File: src/rtl/bpsk_pkg.sv
// Shared types and default constants for the BPSK link's UART packet transmitter.
package bpsk_pkg;

  typedef enum logic [2:0] {
    IDLE  = 3'd0,
    START = 3'd1,
    DATA  = 3'd2,
    STOP  = 3'd3,
    DONE  = 3'd4
  } uart_tx_state_t;

  localparam int unsigned PACKET_SIZE_DEF  = 32;
  localparam int unsigned CLKS_PER_BIT_DEF = 868;

endpackage

File: src/rtl/uart_baud_gen.sv
// Baud divider: counts CLKS_PER_BIT clocks while enabled and flags each bit boundary.
module uart_baud_gen #(
  parameter int unsigned CLKS_PER_BIT = 868
) (
  input  logic clk,
  input  logic rst_n,
  input  logic enable,
  output logic tick
);

  localparam int unsigned CW = $clog2(CLKS_PER_BIT);

  logic [CW-1:0] r_cnt;
  logic          w_wrap;

  assign w_wrap = (r_cnt == CW'(CLKS_PER_BIT - 1));
  assign tick   = enable && w_wrap;

  always_ff @(posedge clk) begin
    if (!rst_n || !enable) begin
      r_cnt <= '0;
    end else if (w_wrap) begin
      r_cnt <= '0;
    end else begin
      r_cnt <= r_cnt + CW'(1);
    end
  end

endmodule

File: src/rtl/packet_uart_tx.sv
// Serialises a whole demodulated packet as back-to-back 8N1 bytes, most significant byte first,
// then pulses done/clear so the upstream buffer can be emptied.
module packet_uart_tx
  import bpsk_pkg::*;
#(
  parameter int unsigned PACKET_SIZE  = PACKET_SIZE_DEF,
  parameter int unsigned CLKS_PER_BIT = CLKS_PER_BIT_DEF
) (
  input  logic                   clk,
  input  logic                   rst_n,
  input  logic [PACKET_SIZE-1:0] sys_packet,
  input  logic                   send,
  output logic                   tx,
  output logic                   busy,
  output logic                   done,
  output logic                   clear
);

  localparam int unsigned NBYTES = PACKET_SIZE / 8;
  localparam int unsigned BW     = $clog2(NBYTES) + 1;

  uart_tx_state_t         r_state, w_state_nxt;
  logic [PACKET_SIZE-1:0] r_shift, w_shift_nxt;
  logic [2:0]             r_bit_idx, w_bit_idx_nxt;
  logic [BW-1:0]          r_byte_cnt, w_byte_cnt_nxt;
  logic [BW-1:0]          w_byte_inc;
  logic [7:0]             w_nxt_byte;
  logic                   r_tx, w_tx_nxt;
  logic                   r_busy, w_busy_nxt;
  logic                   r_done, w_done_nxt;
  logic                   r_clear;
  logic                   r_sync1, r_sync2, r_sync_prev;
  logic                   w_send_rise;
  logic                   w_tick;
  logic                   w_baud_en;

  // send may be asynchronous: double-flop it, then detect the rising edge
  assign w_send_rise = r_sync2 && !r_sync_prev;
  assign w_baud_en   = (r_state == START) || (r_state == DATA) || (r_state == STOP);
  assign w_byte_inc  = r_byte_cnt + BW'(1);

  uart_baud_gen #(
    .CLKS_PER_BIT(CLKS_PER_BIT)
  ) u_baud (
    .clk   (clk),
    .rst_n (rst_n),
    .enable(w_baud_en),
    .tick  (w_tick)
  );

  always_ff @(posedge clk) begin
    if (!rst_n) begin
      r_sync1     <= 1'b0;
      r_sync2     <= 1'b0;
      r_sync_prev <= 1'b0;
      r_state     <= IDLE;
      r_shift     <= '0;
      r_bit_idx   <= '0;
      r_byte_cnt  <= '0;
      r_tx        <= 1'b1;
      r_busy      <= 1'b0;
      r_done      <= 1'b0;
      r_clear     <= 1'b0;
    end else begin
      r_sync1     <= send;
      r_sync2     <= r_sync1;
      r_sync_prev <= r_sync2;
      r_state     <= w_state_nxt;
      r_shift     <= w_shift_nxt;
      r_bit_idx   <= w_bit_idx_nxt;
      r_byte_cnt  <= w_byte_cnt_nxt;
      r_tx        <= w_tx_nxt;
      r_busy      <= w_busy_nxt;
      r_done      <= w_done_nxt;
      r_clear     <= w_done_nxt;
    end
  end

  // Outputs are decoded from the next state so tx leads the state register by no cycle
  always_comb begin
    w_state_nxt    = r_state;
    w_shift_nxt    = r_shift;
    w_bit_idx_nxt  = r_bit_idx;
    w_byte_cnt_nxt = r_byte_cnt;
    w_tx_nxt       = 1'b1;
    w_busy_nxt     = 1'b0;
    w_done_nxt     = 1'b0;
    w_nxt_byte     = 8'h00;

    case (r_state)
      IDLE: begin
        if (w_send_rise) begin
          w_shift_nxt    = sys_packet;
          w_bit_idx_nxt  = '0;
          w_byte_cnt_nxt = '0;
          w_state_nxt    = START;
        end
      end
      START: begin
        if (w_tick) begin
          w_bit_idx_nxt = '0;
          w_state_nxt   = DATA;
        end
      end
      DATA: begin
        if (w_tick) begin
          if (r_bit_idx == 3'd7) begin
            w_state_nxt = STOP;
          end else begin
            w_bit_idx_nxt = r_bit_idx + 3'd1;
          end
        end
      end
      STOP: begin
        if (w_tick) begin
          if (w_byte_inc == BW'(NBYTES)) begin
            w_state_nxt = DONE;
          end else begin
            w_byte_cnt_nxt = w_byte_inc;
            w_shift_nxt    = r_shift << 8;
            w_state_nxt    = START;
          end
        end
      end
      DONE: begin
        w_state_nxt = IDLE;
      end
      default: begin
        w_state_nxt = IDLE;
      end
    endcase

    w_nxt_byte = w_shift_nxt[PACKET_SIZE-1 -: 8];
    case (w_state_nxt)
      START: begin
        w_tx_nxt   = 1'b0;
        w_busy_nxt = 1'b1;
      end
      DATA: begin
        w_tx_nxt   = w_nxt_byte[w_bit_idx_nxt];
        w_busy_nxt = 1'b1;
      end
      STOP: begin
        w_busy_nxt = 1'b1;
      end
      DONE: begin
        w_done_nxt = 1'b1;
      end
      default: begin
        w_tx_nxt = 1'b1;
      end
    endcase
  end

  assign tx    = r_tx;
  assign busy  = r_busy;
  assign done  = r_done;
  assign clear = r_clear;

endmodule

File: config.mk
export PLATFORM = sky130hd
export DESIGN_NAME = packet_uart_tx
export DESIGN_NICKNAME = d
export VERILOG_FILES = /design/src/rtl/bpsk_pkg.sv /design/src/rtl/uart_baud_gen.sv /design/src/rtl/packet_uart_tx.sv
export SDC_FILE = /design/constraint.sdc
export NUM_CORES = 1
export LEC_CHECK = 0
export ABC_AREA = 1
export CAP_MARGIN = 0
export CORE_ASPECT_RATIO = 0.5
export CORE_MARGIN = 2
export CORE_UTILIZATION = 40
export DETAILED_ROUTE_END_ITERATION = 16
export PLACE_DENSITY = 0.68
export SYNTH_ARGS = -nofsm -noshare
export SYNTH_HDL_FRONTEND = slang
export SYNTH_SLANG_ARGS = --single-unit
File: constraint.sdc
create_clock -name clk -period 2 [get_ports clk]
set_input_delay 0.5 -clock clk [delete_from_list [all_inputs] [get_ports clk]]
set_output_delay 0.5 -clock clk [all_outputs]
set_load 0.005 [all_outputs]
==> results list <==
* Deepest clock path buffer count: 2
* Placer congestion estimate: 0.8789
- The H-tree generated during clock tree synthesis spans 3 levels.
* Setup slack after placement: 0.1858 ns
- After detailed routing, the total wire length is 6204 um.
- Part of the cycle the worst path needs: 91.96%
* Routed length per instance: 11.77 um
* Largest net degree at the start of global routing: 29
- After the first detailed-routing iteration, the DRC count stood at 160.
- The number of antenna violations at the first check in global routing came to 0.
- Setup violations, final: 0
* Final WS setup: 0.1608 ns
- Final TNS setup: 0 ns
- The repair_antennas step left the layout with diodes totalling 0.
* Hold Vio Cnt, Final: 0
- Library cells used by synthesis: 41
* Peak supply drop: 0.3902 mV
- The design draws 2.958 mW.
* Sinks on the clock net: 57
- Post-CTS Hold Buffers: 0
* Hpwl dp: 4269 um
- The final layout contains 469 nets.
- STA classifies the critical path endpoint as a flop.
* Switching Power: 644.0 uW
* Post-cts resize count: 0
- Headroom to the max-slew limit came out at 71.45%.
- Total standard cell area after synthesis: 2803 um^2
* Unrepaired setup endpoints after global routing: no
- Buffers added to address setup during post-CTS repair amount to 0.
* Max Clock Freq: 543.7 MHz
- Summing the sequential cell areas from Yosys gives 40.71% of the chip area.
* Static Leak: 1.457 nW
* Kind of start point of the critical path: flop
* Count of yosys warnings during synthesis: 0
* Clock transition time at the flip-flop clock pins of the worst setup and hold paths: 0.05 ns
- Post-route minimum period: 1.839 ns
* Run status: complete, no violations
- Synthesis produced a netlist with a net count of 423.
- Clock buffer count from CTS: 9
* Area of the die: 7733 um^2
- Avg Vias per Cell: 4.894
- Internal Pwr Total: 2.314 mW
- Total number of placement rows: 21
- Number of global-route vias before repair: 2295
- For this run, the total global-route usage over all layers was measured as 17.25%.
* Total number of vias: 2579
- The initial utilization of the core area, before any placement, comes to 41.67%.
* Pin slew with the least headroom to its limit: 0.4270 ns
- At the end of the flow the core is filled with cells to 54.00%.
* Remaining DRCs: 0
* Synthesized flop and latch total: 57
- Startpoint-to-endpoint class of the critical path: flop to flop
- The placed instances occupy a cell area of 3283 um^2.
- In this run the worst hold path is classified as flop to flop.
- Required time worst endpoint: 2.25 ns
- The first detailed-routing pass ran for 4 iterations.
- Clk pwr share: 52.2%
* Number of I/O port buffers: 38
- TritonCTS built the clock tree.
- Dividing total power by cell area gives a power density of 814.5 nW/um^2.
* DRT antenna net count: 0
- The number of slew-limit violations in the final report came to 0.
- Remaining global-route overflow: 0
- Final Skew: 0.007302 ns
- For the worst setup path, the data arrival time is 2.09 ns.
- Fraction of final layout cells sized beyond drive strength 1: 13.56%
* Maxcap violations: 0
* Clock Root Buffer: sky130_fd_sc_hd__clkbuf_16
- Pin placement for this block handled 39 I/O pins.
- Clock insertion delay at the later pin of the skew report: 0.33 ns
- In this run the standard cell core region covers 6726 um^2.
- The area growth from synthesis to layout is 29.60%.
- Leading cell type in the layout, fill and taps excluded: sky130_fd_sc_hd__nand2_1
- Fraction of power spent switching nets: 21.77%
* Combinational power share: 7.6%
- Global-route wire length before repair: 10270 um
- Maximum fanout encountered on the critical timing path: 28
- The share of total power dissipated in sequential elements is 40.2%.
- Overall die width: 122.4 um
- Most used cells in the layout excluding fill and tap cells: sky130_fd_sc_hd__nand2_1, sky130_fd_sc_hd__dfxtp_1, sky130_fd_sc_hd__clkdlybuf4s50_1
- Synth Instances: 384
* DIE HEIGHT: 63.19 um
- After synthesis, the mean cell area works out to 7.299 um^2.
- Non-Filler Cell Area, Final: 3632 um^2
registers in the layout, summed over array words and instances (netlist names):
signal,flops
r_sync2,1
tx,1
busy,1
r_sync1,1
r_bit_idx,3
r_byte_cnt,3
r_state,3
r_sync_prev,1
u_baud.r_cnt,10
clear,1
r_shift,32
final timing paths:
kind                                     from           to  slack [ns]  cells after the start
worst max register to register  r_byte_cnt[0]  r_shift[23]        0.16                     11
worst min-delay path                  r_sync1      r_sync2        0.41                      2
worst max-delay path            r_byte_cnt[0]  r_shift[23]        0.16                     11
worst min register to register        r_sync1      r_sync2        0.41                      2
routing by layer:
| layer | up-vias | share of wire (%) | track usage (%) |
|---|---|---|---|
| li1 | 1362 | - | - |
| met1 | 1143 | 48 | 21.66 |
| met2 | 62 | 45 | 26.25 |
| met3 | 12 | 5.2 | 6.522 |
| met4 | 0 | 1.8 | 7.759 |
| met5 | - | 0 | 0 |
power by group through the flow:
stage          combinational, mW  clock, mW  sequential, mW
2_1_floorplan              0.125          0            1.21
3_3_place_gp               0.222          0            1.21
3_5_place_dp               0.223          0            1.21
4_1_cts                    0.224       1.58            1.19
5_1_grt                    0.252       1.64            1.19
6_report                   0.226       1.54            1.19
synthesized netlist by cell type, drive strengths merged:
master / n / share of area [%]
nand2: 127 / 18
dfxtp: 57 / 41
inv: 43 / 5.9
nand3: 34 / 7.7
nor2: 29 / 4.5
a31oi: 19 / 4.2
a21oi: 15 / 3.1
buf: 8 / 2.1
a22oi: 7 / 1.9
nor3: 6 / 1.5
nand3b: 5 / 1.3
nand4: 5 / 1.6
o21ai: 5 / 0.89
clkbuf: 4 / 0.54
ha: 4 / 1.8
nor3b: 3 / 0.80
a221oi: 2 / 0.85
clkinv: 2 / 0.31
nor4: 2 / 0.45
xor2: 2 / 0.63
a211oi: 1 / 0.27
a21boi: 1 / 0.27
o211a: 1 / 0.36
o21a: 1 / 0.27
xnor2: 1 / 0.31
layout make-up:
type | count | area, um^2
sequential | 57 | 1144
tap | 92 | 115.1
multi-input combinational | 271 | 1450
inverter | 45 | 175.2
timing repair buffer | 46 | 440.4
clock inverter | 4 | 51.30
clock buffer | 12 | 256.5
fill | 667 | 3094
logic make-up (layout without fill, tap and decap cells):
group	count (synthesis)	after routing	share of synthesized area (%)
simple gates	211	212	35.54
flops	57	57	40.71
buf+inv	57	107	8.928
xor+xnor	3	3	0.9377
fa+ha+maj	4	4	1.786
compound gates	52	52	12.10
worst max-delay path, cell delays in order, from the launching register on:
cell and delay, ns:
sky130_fd_sc_hd__dfxtp_1 0.38, sky130_fd_sc_hd__ha_1 0.18, sky130_fd_sc_hd__inv_1 0.04, sky130_fd_sc_hd__nand2_1 0.07, sky130_fd_sc_hd__nand3_1 0.09, sky130_fd_sc_hd__inv_1 0.15
sky130_fd_sc_hd__nand2_2 0.13, sky130_fd_sc_hd__nand3_4 0.14, sky130_fd_sc_hd__nor2_4 0.06, sky130_fd_sc_hd__inv_4 0.22, sky130_fd_sc_hd__a21oi_1 0.09, sky130_fd_sc_hd__a221oi_2 0.20
per-stage QoR:
stage	std cells	hold slack, ns
global route	527	0.4446
floorplan	384	0.3905
finish	527	0.4134
global placement	510	0.3923
detailed placement	510	0.4005
CTS	526	0.4158
No activity file was read; power rests on OpenSTA's default activity.
